--- config.mk ---
export PLATFORM = sky130hd
export DESIGN_NAME = led_color_seq
export DESIGN_NICKNAME = d
export VERILOG_FILES = /design/src/rtl/led_color_seq_pkg.sv /design/src/rtl/led_color_seq_pwm_ch.sv /design/src/rtl/led_color_seq.sv
export SDC_FILE = /design/constraint.sdc
export NUM_CORES = 1
export LEC_CHECK = 0
export CORE_ASPECT_RATIO = 1.5
export CORE_MARGIN = 1
export CORE_UTILIZATION = 50
export DETAILED_ROUTE_END_ITERATION = 10
export PLACE_DENSITY = 0.78
export SYNTH_ARGS = -nofsm -noshare
export SYNTH_HDL_FRONTEND = slang
export SYNTH_HIERARCHICAL = 1
export SYNTH_SLANG_ARGS = --single-unit
--- constraint.sdc ---
create_clock -name clk -period 7.3 [get_ports clk]
set_input_delay 2.19 -clock clk [delete_from_list [all_inputs] [get_ports clk]]
set_output_delay 2.19 -clock clk [all_outputs]
set_load 0.02 [all_outputs]
--- src/rtl/led_color_seq_pkg.sv ---
// Shared types and constants for the LED colour sequencer.
// Gamma correction is enabled by defining LED_COLOR_SEQ_GAMMA_EN.
package led_color_seq_pkg;

  typedef enum logic [1:0] {
    HOLD = 2'b00,
    STEP = 2'b01,
    FADE = 2'b10
  } mode_e;

  localparam logic [2:0] SEG_RED     = 3'd0;
  localparam logic [2:0] SEG_YELLOW  = 3'd1;
  localparam logic [2:0] SEG_GREEN   = 3'd2;
  localparam logic [2:0] SEG_CYAN    = 3'd3;
  localparam logic [2:0] SEG_BLUE    = 3'd4;
  localparam logic [2:0] SEG_MAGENTA = 3'd5;
  localparam int         NUM_SEGS    = 6;

endpackage

--- src/rtl/led_color_seq_pwm_ch.sv ---
// One PWM channel: optional gamma, brightness scaling and a registered compare.
// Gamma squaring is built only when LED_COLOR_SEQ_GAMMA_EN is defined.
module led_pwm_ch
  import led_color_seq_pkg::*;
#(
  parameter int PWM_BITS = 8
) (
  input  logic                clk,
  input  logic                rst_n,
  input  logic [PWM_BITS-1:0] level,
  input  logic [PWM_BITS-1:0] brightness,
  input  logic [PWM_BITS-1:0] pwm_cnt,
  output logic                out
);

  localparam int PW = 2 * PWM_BITS + 1;

  logic [PWM_BITS-1:0] lvl;
  logic [PW-1:0]       prod;
  logic [PW-1:0]       duty;

`ifdef LED_COLOR_SEQ_GAMMA_EN
  logic [2*PWM_BITS-1:0] sq;
  assign sq  = level * level;
  assign lvl = PWM_BITS'(sq >> PWM_BITS);
`else
  assign lvl = level;
`endif

  // brightness+1 keeps full brightness an exact pass-through of the level
  assign prod = PW'(lvl) * (PW'(brightness) + PW'(1));
  assign duty = prod >> PWM_BITS;

  always_ff @(posedge clk) begin
    if (!rst_n) out <= 1'b0;
    else        out <= (duty > PW'(pwm_cnt));
  end

endmodule

--- src/rtl/led_color_seq.sv ---
// Hue-wheel colour sequencer driving three PWM LED channels (step or fade).
// Define LED_COLOR_SEQ_GAMMA_EN to square levels before brightness scaling.
module led_color_seq
  import led_color_seq_pkg::*;
#(
  parameter int STEP_CYCLES = 6000000,
  parameter int PWM_BITS    = 8
) (
  input  logic                clk,
  input  logic                rst_n,
  input  logic [1:0]          mode,
  input  logic [PWM_BITS-1:0] brightness,
  output logic                red,
  output logic                green,
  output logic                blue,
  output logic [2:0]          seg_idx,
  output logic                wrap
);

  localparam logic [PWM_BITS-1:0] MAX = '1;
  localparam int FADE_DIV = STEP_CYCLES >> PWM_BITS;
  localparam int SW = $clog2(STEP_CYCLES);
  localparam int FW = (FADE_DIV > 1) ? $clog2(FADE_DIV) : 1;

  logic [SW-1:0]       step_cnt;
  logic [FW-1:0]       fade_cnt;
  logic [2:0]          seg;
  logic [2:0]          seg_next;
  logic [PWM_BITS-1:0] frac;
  logic [PWM_BITS-1:0] pwm_cnt;
  logic                step_tick;
  logic                fade_tick;
  logic [PWM_BITS-1:0] lvl_r, lvl_g, lvl_b;

  assign step_tick = (mode == STEP) && (step_cnt == SW'(STEP_CYCLES - 1));
  assign fade_tick = (mode == FADE) && (fade_cnt == FW'(FADE_DIV - 1));
  assign seg_next  = (seg == SEG_MAGENTA) ? SEG_RED : seg + 3'd1;

  // Each divider only advances in its own mode, so HOLD (and 11) freezes both
  always_ff @(posedge clk) begin
    if (!rst_n) begin
      step_cnt <= '0;
      fade_cnt <= '0;
      seg      <= SEG_RED;
      frac     <= '0;
      pwm_cnt  <= '0;
      wrap     <= 1'b0;
    end else begin
      pwm_cnt <= pwm_cnt + PWM_BITS'(1);
      wrap    <= 1'b0;
      if (mode == STEP) begin
        if (step_tick) begin
          step_cnt <= '0;
          frac     <= '0;
          seg      <= seg_next;
          wrap     <= (seg == SEG_MAGENTA);
        end else begin
          step_cnt <= step_cnt + SW'(1);
        end
      end else if (mode == FADE) begin
        if (fade_tick) begin
          fade_cnt <= '0;
          frac     <= frac + PWM_BITS'(1);
          if (frac == MAX) begin
            seg  <= seg_next;
            wrap <= (seg == SEG_MAGENTA);
          end
        end else begin
          fade_cnt <= fade_cnt + FW'(1);
        end
      end
    end
  end

  always_comb begin
    lvl_r = '0;
    lvl_g = '0;
    lvl_b = '0;
    case (seg)
      SEG_RED:     begin lvl_r = MAX;        lvl_g = frac;                      end
      SEG_YELLOW:  begin lvl_r = MAX - frac; lvl_g = MAX;                       end
      SEG_GREEN:   begin lvl_g = MAX;        lvl_b = frac;                      end
      SEG_CYAN:    begin lvl_g = MAX - frac; lvl_b = MAX;                       end
      SEG_BLUE:    begin lvl_r = frac;       lvl_b = MAX;                       end
      SEG_MAGENTA: begin lvl_r = MAX;        lvl_b = MAX - frac;                end
      default:     begin lvl_r = '0;         lvl_g = '0;         lvl_b = '0;    end
    endcase
  end

  assign seg_idx = seg;

  led_pwm_ch #(.PWM_BITS(PWM_BITS)) u_ch_r (
    .clk(clk), .rst_n(rst_n), .level(lvl_r), .brightness(brightness),
    .pwm_cnt(pwm_cnt), .out(red)
  );

  led_pwm_ch #(.PWM_BITS(PWM_BITS)) u_ch_g (
    .clk(clk), .rst_n(rst_n), .level(lvl_g), .brightness(brightness),
    .pwm_cnt(pwm_cnt), .out(green)
  );

  led_pwm_ch #(.PWM_BITS(PWM_BITS)) u_ch_b (
    .clk(clk), .rst_n(rst_n), .level(lvl_b), .brightness(brightness),
    .pwm_cnt(pwm_cnt), .out(blue)
  );

endmodule

==> flow_summary.ini, run 1 <==
[worst_setup_path]
crit_fanout = 6
crit_slowest_cell = fa_1
arrival_ns = 7.61
required_ns = 7.52
rr_startpoint = seg_idx[0]
worst_path_largest_cell_delay_ns = 0.59
timing.critical_path.buf_inv = 4
cp-startpoint = brightness[0]
path_delay_family = adder cells
worstSetupEndpointType = flop
ff2ff_path_depth = 21
start_kind = input pin
r2r_end = u_ch_b/out
cp_common_cell = fa_1
crit_type = input pin to flop
reg2reg_slack_ns = 0.39

[layout]
fin_util_pct = 64.6
syn_to_final_growth_pct = 26.4
antenna_cells = 0
final_cell_mix = 164 x inv_1, 154 x buf_4, 123 x ha_1
drive_gt1_share_pct = 21.8
fill_cells = 1601
nets = 1695
final_common_cell = inv_1

[sta]
drv_slew = 0
setup_tns_ns = -0.105
fmax_mhz = 135
finalHoldViolations = 0
tightestPinTransition_ns = 1.41
fin_crit_sh_pct = 101
setup_slack_ns = -0.0879
whs_ns = 0.512
finClkSkew_ns = 0.0135
report.final.setup_viol = 3
min_period_ns = 7.39
slew_headroom_pct = 6.15
rsz0062_at_grt = yes

[pwr]
p_int_mw = 1.64
ir_drop_v = 0.000359
clock_power_share_pct = 16.3
p_sw_share_pct = 42.4
powerDensity_nw_per_um2 = 208
leakage_nw = 6.41
power.switching_mw = 1.20
comb_power_share_pct = 71.5
seqPwrFrac_pct = 12.2

[place]
io_buffers = 18
routabilityCongestion = 0.884
place_ws_ns = -1.09
hpwlAfterDp_um = 21100

[global_route]
grtUsageTotal_pct = 26.4
grt_pass1_wl_um = 47100
grt_pass1_vias = 10064
grt_start_max_net_pins = 30
antenna_found_initial = 0
overflow = 0

[cts]
clkLatencyLatePin_ns = 0.34
numCtsBuffers = 9
cts_tree = done
htreeDepth = 3
clk_path_buf_depth = 2
clk_pin_slew_worst_paths_ns = 0.06
hold_buffers = 0
cts_root_buffer = clkbuf_16
cts.sinks = 61

[yosys]
synth_enable_flop_cells = 0
dominantRegCellSynth = dfxtp_1
synthArstFlopShare_pct = 0
synthSimpleGateAreaFrac_pct = 25.3
muxShareOfSynthArea_pct = 0.567
synth.distinct_cells = 71
yosysWarnings = 6
syn_area_per_cell_sq_um = 8.62
synth_cells = 1254
synthAdderAreaFrac_pct = 38.6
yosysSeqAreaShare_pct = 11.3
ys_seq_elements = 61
synth_top_family_by_area = adder cells
synth_compound_area_share_pct = 10.2
synth_fp_nets = 1526
synthXorXnorAreaFrac_pct = 6.89
syn_area_sq_um = 10800

[route]
drt-vias-per-instance = 5.65
drt_iter0_drc = 596
ant_nets = 0
vias = 9590
drt-total-wl_um = 29300
dr.pass1.iters = 6
drc = 0
avgRoutedWirePerCell_um = 17.3

[floorplan]
coreArea_sq_um = 21100
die-height_um = 182
rows = 65
pin_count = 19
dieArea_sq_um = 22200
fp.dieW_um = 122
start_util_pct = 51.1

[worst_hold_path]
hold_class = flop to flop
min_delay_path_depth = 2
hold_end = step_cnt[1]
hp-start = step_cnt[1]

[flow_run]
max-cap-violations = 0

[run_status]
outcome = finished with violations
violations = setup timing
## timing repair
item | in CTS | in global routing
cloned | 1 | 0
hold endpoints to repair | 0 | 0
setup endpoints to repair | 3 | 3
resized for setup | 118 | 49
pin swaps | 85 | 56
buffers inserted | 20 | 18
## cell families after synthesis
family                   Yosys count
flip-flops                        61
buffers and inverters            201
AND/OR/NAND/NOR                  491
multiplexers                       6
XOR/XNOR                          85
adder cells (fa/ha/maj)          260
AO/OA/AOI/OAI                    150
## sequential cells by signal (all words and copies together) (netlist names)
name	count
step_cnt	23
u_ch_b/out	1
frac	8
u_ch_r/out	1
wrap	1
fade_cnt	15
seg_idx	3
pwm_cnt	8
u_ch_g/out	1
## Yosys cell counts (3+ instances only)
cell,count,area (sq um)
a211o_1,4,35.0
a211oi_1,3,22.5
a21o_1,17,128
a21oi_1,28,140
a221oi_1,10,87.6
a31oi_1,9,56.3
and2_1,65,407
and3_1,23,144
and3_2,3,22.5
and4_1,3,26.3
buf_4,3,22.5
clkbuf_1,25,93.8
dfxtp_1,61,1220
fa_1,123,2460
ha_1,137,1710
inv_1,170,638
mux2i_1,5,50.1
nand2_1,62,233
nand2_2,3,18.8
nand2b_1,34,213
nand3_1,44,220
nand4_1,17,106
nand4b_1,6,52.6
nor2_1,86,323
nor2b_1,116,726
nor3_1,7,35.0
nor4_1,5,31.3
o211ai_1,6,45.0
o21ai_0,34,170
o2bb2ai_1,8,70.1
xnor2_1,35,307
xor2_1,50,438
## metal layers
metal	vias up	wire length (um)	global-route usage (%)
li1	4459	-	-
met3	121	1170	3.50
met4	0	1750	14.8
met2	312	15400	48.1
met1	4698	10900	29.0
met5	-	0	0
## per-stage QoR
| step | std cells | instance area, sq um | power, mW |
|---|---|---|---|
| after CTS | 1678 | 13300 | 2.65 |
| after detailed placement | 1641 | 12300 | 2.05 |
| after floorplan | 1254 | 11000 | 1.46 |
| after global routing | 1696 | 13700 | 3.07 |
| final | 1696 | 13700 | 2.84 |
| after global placement | 1641 | 12300 | 1.99 |
## power by group through the flow
stage	Sequential [mW]	Combinational (mW)	Clock, mW
5_1_grt	0.348	2.24	0.480
3_3_place_gp	0.355	1.63	0
3_5_place_dp	0.354	1.69	0
6_report	0.347	2.03	0.463
4_1_cts	0.347	1.83	0.468
2_1_floorplan	0.355	1.11	0
## tightest hold or removal path: cells and delay by family (launching register included)
kind / cells / cell delay [ns]
flip-flops: 1 / 0.33
AO/OA/AOI/OAI: 1 / 0.05
AND/OR/NAND/NOR: 1 / 0.08
## worst max path at each step
stage | depth (start not counted) | endpoint | slack [ns]
2_1_floorplan | 24 | u_ch_b/out | -0.03
5_1_grt | 25 | u_ch_b/out | -0.25
3_3_place_gp | 25 | u_ch_b/out | -0.99
4_1_cts | 25 | u_ch_b/out | -0.05
6_report | 25 | u_ch_b/out | -0.09
3_5_place_dp | 25 | u_ch_b/out | -1.09
## cell type report
cell class | count | area [sq um] | area share (%)
Clock buffer | 11 | 233 | 1.70
Clock inverter | 5 | 83.8 | 0.613
Inverter | 170 | 638 | 4.67
Multi-Input combinational cell | 992 | 9560 | 70.0
Sequential cell | 61 | 1220 | 8.94
Tap cell | 268 | 335 | 2.45
Timing Repair Buffer | 189 | 1590 | 11.7
(Power assumes the default switching activity.)
==> run 2, diff against run 1 <==
Settings changed: CTS_CLUSTER_SIZE set to 40.
==> results of run 2 <==
Same layout as run 1: the final DEF is identical, and so are final timing and power.
